`src/rtl/mdu_hilo.sv`:
```
// Iterative multiply/divide unit owning HI/LO; shift-add multiply, restoring divide.
// Optional MDU_EARLY_OUT_EN: finish multiply once remaining multiplier bits are zero.
module mdu_hilo #(
    parameter int WIDTH = 32
) (
    input  logic             CLK,
    input  logic             RST,
    input  logic             Start,
    input  logic [5:0]       Funct,
    input  logic [WIDTH-1:0] Rdata1,
    input  logic [WIDTH-1:0] Rdata2,
    output logic             Busy,
    output logic             Done,
    output logic [WIDTH-1:0] HI,
    output logic [WIDTH-1:0] LO,
    output logic             DivZero
);

    localparam logic [5:0] F_MULT  = 6'h18;
    localparam logic [5:0] F_MULTU = 6'h19;
    localparam logic [5:0] F_DIV   = 6'h1A;
    localparam logic [5:0] F_DIVU  = 6'h1B;
    localparam logic [5:0] F_MTHI  = 6'h11;
    localparam logic [5:0] F_MTLO  = 6'h13;

    typedef enum logic [1:0] {S_IDLE, S_MUL, S_DIV, S_FIX} state_t;
    typedef enum logic [1:0] {K_MUL, K_DIV, K_DZ} kind_t;

    state_t             state_q, state_d;
    kind_t              kind_q, kind_d;
    logic [2*WIDTH-1:0] acc_q, acc_d;
    logic [WIDTH-1:0]   mcand_q, mcand_d;
    logic [WIDTH-1:0]   mplier_q, mplier_d;
    logic [5:0]         cnt_q, cnt_d;
    logic               neg_lo_q, neg_lo_d;
    logic               neg_hi_q, neg_hi_d;
    logic [WIDTH-1:0]   hi_q, hi_d;
    logic [WIDTH-1:0]   lo_q, lo_d;
    logic               done_q, done_d;
    logic               dz_q, dz_d;

    logic               sgn;
    logic [WIDTH-1:0]   mag_a, mag_b;
    logic [WIDTH:0]     sum;
    logic [WIDTH:0]     rem_sh, diff;
    logic               ge;
    logic [2*WIDTH-1:0] prod;
    logic [WIDTH-1:0]   quo, rem;

    always_comb begin
        state_d  = state_q;
        kind_d   = kind_q;
        acc_d    = acc_q;
        mcand_d  = mcand_q;
        mplier_d = mplier_q;
        cnt_d    = cnt_q;
        neg_lo_d = neg_lo_q;
        neg_hi_d = neg_hi_q;
        hi_d     = hi_q;
        lo_d     = lo_q;
        dz_d     = dz_q;
        done_d   = 1'b0;

        sgn    = (Funct == F_MULT) || (Funct == F_DIV);
        mag_a  = (sgn && Rdata1[WIDTH-1]) ? -Rdata1 : Rdata1;
        mag_b  = (sgn && Rdata2[WIDTH-1]) ? -Rdata2 : Rdata2;
        sum    = '0;
        rem_sh = '0;
        diff   = '0;
        ge     = 1'b0;
        prod   = '0;
        quo    = '0;
        rem    = '0;

        unique case (state_q)
            S_IDLE: begin
                if (Start) begin
                    case (Funct)
                        F_MULT, F_MULTU: begin
                            mcand_d  = mag_a;
                            mplier_d = mag_b;
                            neg_lo_d = sgn & (Rdata1[WIDTH-1] ^ Rdata2[WIDTH-1]);
                            neg_hi_d = 1'b0;
                            acc_d    = '0;
                            cnt_d    = '0;
                            kind_d   = K_MUL;
                            dz_d     = 1'b0;
                            state_d  = S_MUL;
`ifdef MDU_EARLY_OUT_EN
                            if (mag_b == '0)
                                state_d = S_FIX;
`endif
                        end
                        F_DIV, F_DIVU: begin
                            if (Rdata2 == '0) begin
                                dz_d    = 1'b1;
                                kind_d  = K_DZ;
                                state_d = S_FIX;
                            end else begin
                                dz_d     = 1'b0;
                                mcand_d  = mag_b;
                                acc_d    = {{WIDTH{1'b0}}, mag_a};
                                neg_lo_d = sgn & (Rdata1[WIDTH-1] ^ Rdata2[WIDTH-1]);
                                neg_hi_d = sgn & Rdata1[WIDTH-1];
                                cnt_d    = '0;
                                kind_d   = K_DIV;
                                state_d  = S_DIV;
                            end
                        end
                        F_MTHI: begin
                            hi_d = Rdata1;
                            dz_d = 1'b0;
                        end
                        F_MTLO: begin
                            lo_d = Rdata1;
                            dz_d = 1'b0;
                        end
                        default: ;
                    endcase
                end
            end
            S_MUL: begin
                // Accumulator holds the partial product left-aligned to bit 63.
                sum = {1'b0, acc_q[2*WIDTH-1:WIDTH]}
                    + (mplier_q[0] ? {1'b0, mcand_q} : '0);
                acc_d    = {sum, acc_q[WIDTH-1:1]};
                mplier_d = mplier_q >> 1;
                cnt_d    = cnt_q + 6'd1;
                if (cnt_q == 6'd31)
                    state_d = S_FIX;
`ifdef MDU_EARLY_OUT_EN
                if (mplier_d == '0)
                    state_d = S_FIX;
`endif
            end
            S_DIV: begin
                rem_sh = {acc_q[2*WIDTH-1:WIDTH], acc_q[WIDTH-1]};
                diff   = rem_sh - {1'b0, mcand_q};
                ge     = ~diff[WIDTH];
                acc_d  = {(ge ? diff[WIDTH-1:0] : rem_sh[WIDTH-1:0]),
                          acc_q[WIDTH-2:0], ge};
                cnt_d  = cnt_q + 6'd1;
                if (cnt_q == 6'd31)
                    state_d = S_FIX;
            end
            S_FIX: begin
                state_d = S_IDLE;
                done_d  = 1'b1;
                case (kind_q)
                    K_MUL: begin
`ifdef MDU_EARLY_OUT_EN
                        prod = acc_q >> (6'd32 - cnt_q);
`else
                        prod = acc_q;
`endif
                        if (neg_lo_q)
                            prod = -prod;
                        hi_d = prod[2*WIDTH-1:WIDTH];
                        lo_d = prod[WIDTH-1:0];
                    end
                    K_DIV: begin
                        quo  = acc_q[WIDTH-1:0];
                        rem  = acc_q[2*WIDTH-1:WIDTH];
                        lo_d = neg_lo_q ? -quo : quo;
                        hi_d = neg_hi_q ? -rem : rem;
                    end
                    default: ;
                endcase
            end
        endcase
    end

    always_ff @(posedge CLK) begin
        if (RST) begin
            state_q  <= S_IDLE;
            kind_q   <= K_MUL;
            acc_q    <= '0;
            mcand_q  <= '0;
            mplier_q <= '0;
            cnt_q    <= '0;
            neg_lo_q <= 1'b0;
            neg_hi_q <= 1'b0;
            hi_q     <= '0;
            lo_q     <= '0;
            done_q   <= 1'b0;
            dz_q     <= 1'b0;
        end else begin
            state_q  <= state_d;
            kind_q   <= kind_d;
            acc_q    <= acc_d;
            mcand_q  <= mcand_d;
            mplier_q <= mplier_d;
            cnt_q    <= cnt_d;
            neg_lo_q <= neg_lo_d;
            neg_hi_q <= neg_hi_d;
            hi_q     <= hi_d;
            lo_q     <= lo_d;
            done_q   <= done_d;
            dz_q     <= dz_d;
        end
    end

    assign Busy    = (state_q != S_IDLE);
    assign Done    = done_q;
    assign HI      = hi_q;
    assign LO      = lo_q;
    assign DivZero = dz_q;

endmodule

```
`config.mk`:
```
export PLATFORM = sky130hd
export DESIGN_NAME = mdu_hilo
export DESIGN_NICKNAME = d
export VERILOG_FILES = /design/src/rtl/mdu_hilo.sv
export SDC_FILE = /design/constraint.sdc
export NUM_CORES = 1
export LEC_CHECK = 0
export CAP_MARGIN = 20
export CORE_MARGIN = 2
export CORE_UTILIZATION = 40
export DETAILED_ROUTE_END_ITERATION = 7
export PLACE_DENSITY = 0.57
export RECOVER_POWER = 50
export SYNTH_ARGS = -nofsm -noshare
export SYNTH_HDL_FRONTEND = slang
export SYNTH_SLANG_ARGS = --single-unit
```
`constraint.sdc`:
```
create_clock -name CLK -period 4.7 [get_ports CLK]
set_input_delay 1.175 -clock CLK [delete_from_list [all_inputs] [get_ports CLK]]
set_output_delay 1.175 -clock CLK [all_outputs]
set_load 0.005 [all_outputs]
```
==> metrics.txt <==
# TYPE chip_impl_metric gauge
chip_impl_info{name="outcome",value="finished with violations"} 1
chip_impl_info{name="failed_checks",value="max-capacitance violations, max-slew violations"} 1
chip_impl_metric{name="floorplan.die.height",unit="um"} 203
chip_impl_metric{name="postCtsSetupRepairBufs",unit=""} 0
chip_impl_metric{name="timing_worst_slew_pin_value",unit="ps"} 1640
chip_impl_metric{name="cts.sinks",unit=""} 206
chip_impl_metric{name="min_path_cells",unit=""} 2
chip_impl_metric{name="worst_ep_arrival_time",unit="ps"} 4600
chip_impl_metric{name="n_fill_cell",unit=""} 3906
chip_impl_metric{name="num_io_pins",unit=""} 140
chip_impl_metric{name="final-setup-viol-count",unit=""} 0
chip_impl_metric{name="yosysTopAreaCellShare",unit=""} 0.262
chip_impl_metric{name="final_period_minus_worst_setup_slack",unit="ps"} 4170
chip_impl_metric{name="rows",unit=""} 72
chip_impl_info{name="crit_family",value="compound AO/OA/AOI/OAI gates"} 1
chip_impl_info{name="min_path_type",value="reg2reg"} 1
chip_impl_metric{name="hpwlAfterDp",unit="um"} 44800
chip_impl_metric{name="synth_nets",unit=""} 2255
chip_impl_metric{name="max_clock_freq",unit="MHz"} 240
chip_impl_metric{name="switching_share",unit=""} 0.381
chip_impl_metric{name="synth.lib_cells_used.distinct",unit=""} 75
chip_impl_metric{name="io_buffers",unit=""} 139
chip_impl_info{name="grt_setup_unrepaired",value="no"} 1
chip_impl_metric{name="async_reset_ff_frac",unit=""} 0
chip_impl_metric{name="chipWidth",unit="um"} 203
chip_impl_metric{name="grtUsageTotal",unit=""} 0.279
chip_impl_metric{name="fp.coreArea",unit="um^2"} 38700
chip_impl_metric{name="total_power",unit="uW"} 7240
chip_impl_metric{name="clock_power_share",unit=""} 0.306
chip_impl_metric{name="synth.yosys.seq_area_share",unit=""} 0.262
chip_impl_info{name="crit_slowest_cell",value="dfxtp_1"} 1
chip_impl_metric{name="worst-path-buf-inv",unit=""} 3
chip_impl_metric{name="synthesis.area",unit="um^2"} 15800
chip_impl_metric{name="power.combinational.fraction",unit=""} 0.376
chip_impl_metric{name="drtIter0Drc",unit=""} 1805
chip_impl_metric{name="final-hold-violation-count",unit=""} 0
chip_impl_metric{name="insertion_delay",unit="ps"} 560
chip_impl_info{name="crit_chain",value="buf_4, nand2_1, inv_1, ha_1, a21o_1, a21oi_1, o21ai_0, a41oi_1, buf_4, a211oi_1, a211oi_1, nor2_1, a21oi_1, xnor2_1, a221o_1"} 1
chip_impl_info{name="tritoncts",value="built"} 1
chip_impl_metric{name="grt_pass1_vias",unit=""} 15000
chip_impl_metric{name="synth_edf_count",unit=""} 0
chip_impl_metric{name="numCtsBuffers",unit=""} 25
chip_impl_metric{name="met2WireLength",unit="um"} 25300
chip_impl_metric{name="detail_route.drc_violations",unit=""} 0
chip_impl_info{name="route.top_layer_used",value="met4"} 1
chip_impl_metric{name="cts-htree-levels",unit=""} 1
chip_impl_metric{name="power-per-cell-area",unit="nW/um^2"} 386
chip_impl_metric{name="sequentialPowerShare",unit=""} 0.318
chip_impl_info{name="dominantRegCellSynth",value="dfxtp_1"} 1
chip_impl_metric{name="dr_total_vias",unit=""} 16300
chip_impl_metric{name="r2r_cells",unit=""} 15
chip_impl_info{name="cell_chosen_for_the_clock_root",value="clkbuf_16"} 1
chip_impl_info{name="worstSetupEndpointType",value="flop"} 1
chip_impl_metric{name="fin_worst_skew",unit="ps"} 27.8
chip_impl_metric{name="ys_seq_elements",unit=""} 206
chip_impl_metric{name="cts_buffer_depth",unit=""} 3
chip_impl_metric{name="setup_total_negative_slack",unit="ps"} 0
chip_impl_metric{name="layout_worst_path_cycle_share",unit=""} 0.888
chip_impl_metric{name="detailroute.wirelength.met3",unit="um"} 4110
chip_impl_metric{name="syn-instance-count",unit=""} 2107
chip_impl_metric{name="report.final.slew_viol_count",unit=""} 72
chip_impl_info{name="worst_setup_path_start_kind",value="flop"} 1
chip_impl_info{name="cell_accounting_for_the_most_synthesized_area",value="dfxtp_1"} 1
chip_impl_metric{name="pin_count_of_the_biggest_net_entering_global_routing",unit=""} 89
chip_impl_metric{name="leakagePower",unit="uW"} 0.00718
chip_impl_metric{name="p_int",unit="uW"} 4480
chip_impl_metric{name="m1WireLength",unit="um"} 27400
chip_impl_metric{name="critical_path_required",unit="ps"} 5120
chip_impl_metric{name="start_util",unit=""} 0.407
chip_impl_info{name="synth_commonest_cells",value="nor2_1, a21oi_1, dfxtp_1"} 1
chip_impl_metric{name="synthesis.area_per_instance",unit="um^2"} 7.48
chip_impl_metric{name="ir_drop",unit="V"} 0.000259
chip_impl_metric{name="drt_first_pass_iters",unit=""} 6
chip_impl_metric{name="max-cap-violations",unit=""} 1
chip_impl_metric{name="gp_routability_congestion",unit=""} 0.945
chip_impl_metric{name="resized_cells_post_cts",unit=""} 0
chip_impl_metric{name="post_route_cells_drive_above_1_share",unit=""} 0.0662
chip_impl_metric{name="power_switching",unit="uW"} 2760
chip_impl_metric{name="grt_pass1_wl",unit="um"} 90100
chip_impl_metric{name="crit_path_max_fanout",unit=""} 17
chip_impl_metric{name="yosys_warnings",unit=""} 0
chip_impl_metric{name="max-slew-margin-rel",unit=""} -0.0928
chip_impl_metric{name="num_antenna_cells",unit=""} 0
chip_impl_metric{name="area.growth.synth_to_final",unit="%"} 19.0
chip_impl_metric{name="quantity_of_hold_fixing_buffers_added_after_cts",unit=""} 0
chip_impl_metric{name="critPathMaxStageDelay",unit="ps"} 750
chip_impl_metric{name="grt.overflow.total",unit=""} 0
chip_impl_metric{name="final_antenna_net_count",unit=""} 0
chip_impl_info{name="timing_worst_setup_path_type",value="reg2reg"} 1
chip_impl_metric{name="critical_path_cell_count",unit=""} 15
chip_impl_metric{name="die-area",unit="um^2"} 41000
chip_impl_metric{name="detail_route.vias_per_cell",unit=""} 5.94
chip_impl_metric{name="cts.clk_slew.worst_paths",unit="ps"} 60
chip_impl_metric{name="final_nets",unit=""} 2350
chip_impl_info{name="synthMostInstantiatedCell",value="nor2_1"} 1
chip_impl_metric{name="wl_per_cell",unit="um"} 21.5
chip_impl_metric{name="number_of_antenna_violations_at_the_first_check_in_global_routing",unit=""} 0
chip_impl_metric{name="drt_wl_total",unit="um"} 58800
chip_impl_info{name="synth.area.top_cells",value="dfxtp_1, a21oi_1, nor2_1, ha_1, xnor2_1"} 1
-- worst register-to-register path, stage by stage (launching register included) --
cell and delay, ps:
dfxtp_1 750, buf_4 350, nand2_1 120, inv_1 70, ha_1 220, a21o_1 190, a21oi_1 310, o21ai_0 180
a41oi_1 250, buf_4 170, a211oi_1 110, a211oi_1 560, nor2_1 110, a21oi_1 210, xnor2_1 130, a221o_1 330
-- area by class of cell --
cell class | instances | area, um^2 | share of cell area
clock inverter | 14 | 255 | 0.0136
clock buffer | 32 | 672 | 0.0358
inverter | 61 | 229 | 0.0122
sequential | 206 | 4120 | 0.220
multi-input combinational | 1691 | 10900 | 0.580
tap | 518 | 648 | 0.0346
timing repair buffer | 217 | 1950 | 0.104
-- metal layers --
metal  GRT usage  up-vias
met5           0        -
met4      0.0920        0
met3      0.0347       89
met2       0.424      647
met1       0.407     7716
li1            -     7810
-- placed cells by master, fill, tap and decap left out, drive strengths merged, types with 17 or more instances in the layout --
cell	count
o31ai	26
xor2	84
o22a	31
a211oi	100
inv	60
nor2	253
nand2	198
a21oi	214
clkbuf	41
ha	73
clkdlybuf4s50	68
buf	70
and2	39
xnor2	91
nand2b	39
mux2i	40
o211ai	51
a21o	29
a22oi	49
dfxtp	206
nor3	36
dlygate4sd3	70
or4	18
a31oi	17
nand3	23
o21ai	93
-- power by group through the flow --
stage	Combinational, uW	Sequential, uW	Clock [uW]
floorplan	1780	2240	0
detailed placement	2770	2340	0
global placement	2760	2340	0
global route	2980	2340	2310
finish	2720	2300	2220
CTS	2790	2310	2250
-- sequential cells by signal, summed over array words and instances, names as in the netlist --
name      cells
acc_q        64
HI           32
LO           32
mcand_q      32
mplier_q     32
cnt_q         6
kind_q        2
state_q       2
DivZero       1
Done          1
neg_hi_q      1
neg_lo_q      1
-- metrics by stage --
step / hold slack [ps] / worst slack (ps) / instance area [um^2] / cells / utilization
final: 448 / 526 / 18800 / 2739 / 0.484
after floorplan: 427 / 834 / 15800 / 2107 / -
after detailed placement: 438 / 219 / 17900 / 2692 / 0.462
after CTS: 447 / 635 / 18800 / 2738 / 0.486
after global routing: 478 / 338 / 18800 / 2739 / 0.484
after global placement: 435 / 260 / 17900 / 2692 / 0.462
-- cells by family (layout without fill, tap and decap cells) --
kind of cell	Yosys count	after routing	synth area share
AO/OA/AOI/OAI	695	695	0.290
XOR/XNOR	175	175	0.0972
adder cells (fa/ha/maj)	75	75	0.0605
buffers and inverters	210	324	0.0510
flip-flops	206	206	0.262
multiplexers	49	49	0.0318
AND/OR/NAND/NOR	697	697	0.208
-- worst paths after layout --
path                startpoint      endpoint  slack (ps)
setup / recovery   mplier_q[0]     acc_q[56]         530
hold / removal    mplier_q[14]  mplier_q[14]         450
hold reg to reg   mplier_q[14]  mplier_q[14]         450
setup reg to reg   mplier_q[0]     acc_q[56]         530
Power figures use the tool's default switching activity.
